### config.mk
export PLATFORM = sky130hd
export DESIGN_NAME = freelist_ckpt
export DESIGN_NICKNAME = d
export VERILOG_FILES = /design/src/rtl/freelist_ckpt.sv
export SDC_FILE = /design/constraint.sdc
export NUM_CORES = 2
export LEC_CHECK = 0
export ABC_CLOCK_PERIOD_IN_PS = 42600
export CORE_MARGIN = 8
export CORE_UTILIZATION = 60
export DETAILED_ROUTE_END_ITERATION = 6
export GPL_ROUTABILITY_DRIVEN = 0
export GPL_TIMING_DRIVEN = 0
export PLACE_DENSITY_LB_ADDON = 0.08
export SYNTH_ARGS = -nofsm -noshare
export SYNTH_HDL_FRONTEND = slang
export SYNTH_SLANG_ARGS = --single-unit
### constraint.sdc
create_clock -name clk -period 42.6 [get_ports clk]
set_input_delay 8.52 -clock clk [delete_from_list [all_inputs] [get_ports clk]]
set_output_delay 8.52 -clock clk [all_outputs]
set_load 0.005 [all_outputs]
### src/rtl/freelist_ckpt.sv
// Circular free list of physical-register tags with head-pointer checkpoints.
// Define FREELIST_BYPASS_EN to forward a same-cycle released tag to an allocation when the list is empty.
module freelist_ckpt #(
  parameter int TAG_W     = 8,
  parameter int DEPTH     = 128,
  parameter int ARCH_REGS = 32,
  parameter int NUM_CKPT  = 8,
  parameter int CKPT_W    = 3
) (
  input  logic                     clk,
  input  logic                     reset,
  input  logic                     alloc_req,
  output logic                     alloc_gnt,
  output logic [TAG_W-1:0]         alloc_tag,
  input  logic                     release_valid,
  input  logic [TAG_W-1:0]         release_tag,
  input  logic                     ckpt_save,
  input  logic [CKPT_W-1:0]        ckpt_save_id,
  input  logic                     ckpt_restore,
  input  logic [CKPT_W-1:0]        ckpt_restore_id,
  input  logic                     ckpt_clear,
  input  logic [CKPT_W-1:0]        ckpt_clear_id,
  output logic [NUM_CKPT-1:0]      ckpt_valid,
  output logic [$clog2(DEPTH):0]   free_count,
  output logic                     empty,
  output logic                     full,
  output logic                     err
);

  localparam int IDX_W = $clog2(DEPTH);
  localparam int PTR_W = IDX_W + 1;
  localparam logic [PTR_W-1:0] DEPTH_P = PTR_W'(DEPTH);

  logic [TAG_W-1:0]    mem_q [DEPTH];
  logic [PTR_W-1:0]    ckpt_head_q [NUM_CKPT];
  logic [PTR_W-1:0]    head_q, head_d, tail_q, tail_d;
  logic [PTR_W-1:0]    count_q, count_d;
  logic [NUM_CKPT-1:0] ckpt_valid_q, ckpt_valid_d;
  logic                empty_q, full_q, err_q, err_d;
  logic                bypass, rel_wr, restore_ok;
  logic [PTR_W-1:0]    restore_head, restore_count;

  always_comb begin
    bypass = 1'b0;
`ifdef FREELIST_BYPASS_EN
    bypass = empty_q & release_valid & alloc_req & ~ckpt_restore;
`endif
    restore_ok    = ckpt_restore & ckpt_valid_q[ckpt_restore_id];
    restore_head  = ckpt_head_q[ckpt_restore_id];
    alloc_gnt     = (alloc_req & ~empty_q & ~ckpt_restore) | bypass;
    alloc_tag     = bypass ? release_tag : mem_q[head_q[IDX_W-1:0]];
    // A bypassed tag never enters the array, so neither pointer moves.
    rel_wr        = release_valid & ~full_q & ~bypass;
    tail_d        = tail_q + PTR_W'(rel_wr);

    head_d = head_q;
    if (restore_ok)
      head_d = restore_head;
    else if (alloc_gnt & ~bypass)
      head_d = head_q + PTR_W'(1);

    count_d       = tail_d - head_d;
    restore_count = tail_d - restore_head;

    err_d = err_q
          | (release_valid & full_q)
          | (ckpt_restore & ~ckpt_valid_q[ckpt_restore_id])
          | (restore_ok & (restore_count > DEPTH_P));

    // Save is applied after clear so a same-id save keeps the slot valid.
    ckpt_valid_d = ckpt_valid_q;
    if (ckpt_clear) ckpt_valid_d[ckpt_clear_id] = 1'b0;
    if (ckpt_save)  ckpt_valid_d[ckpt_save_id]  = 1'b1;
  end

  always_ff @(posedge clk or posedge reset) begin
    if (reset) begin
      head_q       <= '0;
      tail_q       <= DEPTH_P;
      count_q      <= DEPTH_P;
      empty_q      <= 1'b0;
      full_q       <= 1'b1;
      err_q        <= 1'b0;
      ckpt_valid_q <= '0;
      for (int i = 0; i < DEPTH; i++)
        mem_q[i] <= TAG_W'(ARCH_REGS + i);
      for (int i = 0; i < NUM_CKPT; i++)
        ckpt_head_q[i] <= '0;
    end else begin
      head_q       <= head_d;
      tail_q       <= tail_d;
      count_q      <= count_d;
      empty_q      <= (count_d == '0);
      full_q       <= (count_d == DEPTH_P);
      err_q        <= err_d;
      ckpt_valid_q <= ckpt_valid_d;
      if (rel_wr)
        mem_q[tail_q[IDX_W-1:0]] <= release_tag;
      // The snapshot is the post-grant (or restored) head.
      if (ckpt_save)
        ckpt_head_q[ckpt_save_id] <= head_d;
    end
  end

  assign ckpt_valid = ckpt_valid_q;
  assign free_count = count_q;
  assign empty      = empty_q;
  assign full       = full_q;
  assign err        = err_q;

endmodule

# [Word-level counts from Yosys, hierarchy flattened]
# Cells that the tools add are included.
# Widths: inputs -> output; s select.
[totals] regBits=1123 inputBits=24
[classes] n_addsub=4 order_cmp=12 n_eq_ne=1 n_mux=22 bitwise_logic=21 n_reduce_logical=5
[ops] cell="$bwmux 1024" count=1
[ops] cell="$mux 8" count=10
[ops] cell="$bwmux 64" count=1
[ops] cell="$bmux 8 s7" count=1
[ops] cell="$demux 8 s7" count=1
[ops] cell="$bmux 8 s3" count=1
[ops] cell="$demux 8 s3" count=1
[ops] cell="$ge 8x8->1 const B" count=2
[ops] cell="$not 7->8" count=2
[ops] cell="$sub 8x8->8" count=2
[ops] cell="$lt 3x4->1 const B" count=3
[ops] cell="$add 8x1->8" count=1
[ops] cell="$add 8x1->8 const B" count=1
[ops] cell="$and 8x8->8" count=1
[ops] cell="$eq 8x8->1 const B" count=1
[ops] cell="$ge 4x4->1 const B" count=2
[ops] cell="$gt 8x8->1 const B" count=1
[ops] cell="$logic_not 8->1" count=1
[ops] cell="$lt 8x1->1 const B" count=1
[ops] cell="$not 3->4" count=2
[ops] cell="$not 8->8" count=1
[ops] cell="$or 8x8->8" count=1
[ops] cell="$and 1x1->1" count=7
[ops] cell="$demux 1 s3" count=2
[ops] cell="other kinds (7)" count=18

# [Logic depth before layout (Yosys ltp)]
[depth] word_depth=9 depth_mapped=16 mapped_depth_nobuf=15

# [Worst setup path before layout]
# No wires, ideal clock.
[synth_path] kind="input to output" startpoint="in ckpt_restore" endpoint="out alloc_gnt" arrival_time_ns=8.937 setup_slack_ns=25.143 stages=2 path_cell_list="buf_2 nor3b_4"
[synth_via] elab_chain_len=2
[synth_lines] element="start: declaration" line_no="19" rtl="input logic ckpt_restore,"
[synth_lines] element="$not 1->1" line_no="50" rtl="alloc_gnt = (alloc_req & ~empty_q & ~ckpt_restore) | bypass;"
[synth_lines] element="$and 1x1->1" line_no="50"
[synth_lines] element="end: declaration" line_no="13" rtl="output logic alloc_gnt,"
# Every way passes these cells.

# [Worst setup path after layout]
[layout_path] startpoint="in alloc_req" endpoint="out alloc_gnt"
[layout_via] elab_chain_len=2
[layout_lines] element="start: declaration" line_no="12" rtl="input logic alloc_req,"
[layout_lines] element="$and 1x1->1 (2 in a row)" line_no="50"
# Every way passes these cells.

==> results.json <==
{
  "final_core_util_pct": 67.7,
  "critPathSlowestCell": "clkdlybuf4s50_1",
  "clk_pin_slew_ps": 70,
  "clk_latency_ps": 690,
  "worstPathArrival_ps": 9930,
  "critPathTopFamily": "buffers and inverters",
  "areaGrowthSynthToFinish_pct": 11.7,
  "initial_core_util_pct": 60.7,
  "cts_buffer_depth": 3,
  "firstDrtPassIters": 6,
  "cp_num_cells": 3,
  "drtIter0Drc": 3555,
  "nets": 3974,
  "grt_antenna_before_repair": 6,
  "cap_viol_max_count": 0,
  "final_common_cell": "mux2_2",
  "die_area_mm2": 0.0976,
  "ir_worst_vdd_uv": 38.5,
  "powerDensity_mw_per_mm2": 62.0,
  "drt_wl_total_mm": 154,
  "layout-drive-gt1-share_pct": 49.3,
  "grt_util_all_layers_pct": 31.3,
  "path_max_fanout": 6,
  "max_stage_delay_ps": 580,
  "hold_buffers": 0,
  "cts_tree": "done",
  "rows": 108,
  "grt_overflow_total": 0,
  "whs_path_depth": 2,
  "dp_hpwl_mm": 107,
  "final_cell_mix": "1090 x mux2_2, 640 x dfrtp_1, 483 x dfstp_2",
  "period_minus_slack_ps": 18450,
  "hold_class": "reg -> reg",
  "tightest_slew_ps": 1400,
  "skew_ps": 20.5,
  "status": "complete, no violations",
  "root_buffer": "clkbuf_16",
  "netlist_top_cells_area": "dfrtp_1 30%, dfstp_2 24%, mux2_2 23%",
  "vias_per_cell": 6.53,
  "synthFlopType": "dfrtp_1",
  "vias": 33900,
  "ios": 52,
  "crit_type": "in -> out",
  "routedWlPerCell_um": 29.6,
  "post_cts_buffers": 0,
  "startpoint_type": "primary input",
  "synth_top_area_cell": "dfrtp_1",
  "die_h_um": 312,
  "slew_viol_final": 0,
  "synth_top_area_share_pct": 30.4,
  "die_w_um": 312,
  "synth.avg_cell_area_um2": 14.0,
  "hold_violations": 0,
  "crit_required_ps": 34080,
  "rr_worst_depth": 14,
  "seq_area_frac_synth_pct": 54.5,
  "ctsResizeCount": 0,
  "clock_sinks": 1123,
  "grt_max_degree": 134,
  "synth_seq_cells": 1123,
  "critPathBufInv": 2,
  "coreArea_mm2": 0.0869,
  "synth.distinct_cells": 64,
  "synth_nets": 3808,
  "synth_warnings": 0,
  "portBuffers": 40,
  "syn_inst": 3767,
  "drc": 0,
  "numCtsBuffers": 115,
  "finalSetupViolCount": 0,
  "synth_edf_count": 0,
  "grt_pass1_wl_mm": 231,
  "min_period_over_period_pct": 43.3,
  "grt_pass1_vias": 34600,
  "setup_tns_ps": 0,
  "htreeDepth": 3,
  "worstPathCellList": "clkdlybuf4s50_1 > nor3b_4 > clkdlybuf4s50_1",
  "async_reset_ff_share_pct": 100,
  "fmax_mhz": 54.2,
  "netlist_area_mm2": 0.0527,
  "rsz0062_at_grt": "false",
  "ant_nets": 0,
  "worstSetupEndpointType": "output port",
  "cpMostUsedCell": "clkdlybuf4s50_1",
  "slew-limit-headroom_pct": 6.80,
  "power.leakage_nw": 25.6
}
[per-stage QoR]
step           setup slack, ps  cell area (µm²)  instances  hold slack, ps  power, mW
2_1_floorplan             3260            52700       3767             442       2.15
3_3_place_gp            -10020            54600       4962             454       2.55
3_5_place_dp             24150            54800       4971             466       2.57
4_1_cts                  24140            58800       5189             480       3.64
5_1_grt                  24080            58800       5189             492       3.78
6_report                 24150            58900       5192             477       3.65
[cell type report]
type / instances / area (µm²)
diodes: 3 / 7.51
plain buffers: 270 / 1070
clock buffers: 169 / 3470
clock inverters: 49 / 564
fillers: 6257 / 28000
inverters: 23 / 98.8
multi-input cells: 2351 / 22800
flip-flops and latches: 1123 / 28700
well taps: 1155 / 1450
repair buffers: 49 / 648
[cells by family after synthesis]
kind of cell               share of synthesized area (%)
AOI/OAI and AO/OA                                   5.45
xor gates and xnor gates                           0.501
adders and majority gates                          0.451
buffers and inverters                               2.20
DFF                                                 54.5
muxes                                               33.7
and+or+nand+nor                                     3.22
[cells in the mapped netlist, drive strengths merged, types with 7 or more instances]
cell	instances
nand2	231
o22ai	66
mux2	1093
mux4	152
inv	22
nor2	83
nand2b	12
nand3	15
and2	8
a21o	11
clkbuf	210
xor2	7
a21oi	130
a211oi	32
dfstp	483
o21ai	141
mux2i	202
nor2b	10
dfrtp	640
o221ai	64
buf	60
ha	15
nor3	10
xnor2	18
[metal layers]
layer	track usage [%]	up-vias	routed length [µm]	part of all wire (%)
li1	-	14200	-	-
met1	43.9	18000	65400	42
met2	47.6	1303	69500	45
met3	7.01	362	11700	7.6
met4	12.8	6	7240	4.7
met5	0	-	34	0.022
[final timing paths]
check | startpoint | to | slack [ps]
setup / recovery | alloc_req | alloc_gnt | 24150
hold / removal | ckpt_head_q[52] | ckpt_head_q[52] | 480
setup reg to reg | head_q[1] | full | 37190
hold reg to reg | ckpt_head_q[52] | ckpt_head_q[52] | 480
max in group asynchronous | reset | mem_q[900] | 32480
min in group asynchronous | reset | ckpt_valid[1] | 8300
[flip-flops by register name, summed over array words and instances (netlist names)]
name         count
free_count       8
head_q           8
full             1
ckpt_valid       8
mem_q         1024
err              1
ckpt_head_q     64
tail_q           8
empty            1
[report_power, final]
part	internal, mW	leakage [nW]	switching, mW
registers	1.30	13.7	0.0934
logic	0.474	9.90	0.715
clock network	0.634	2.01	0.433
[worst min-delay path, stage by stage, from the launching register on]
cell and delay [ps]:
dfrtp_1 340, nand2_1 50, o21ai_0 60
Power figures use the tool's default switching activity.
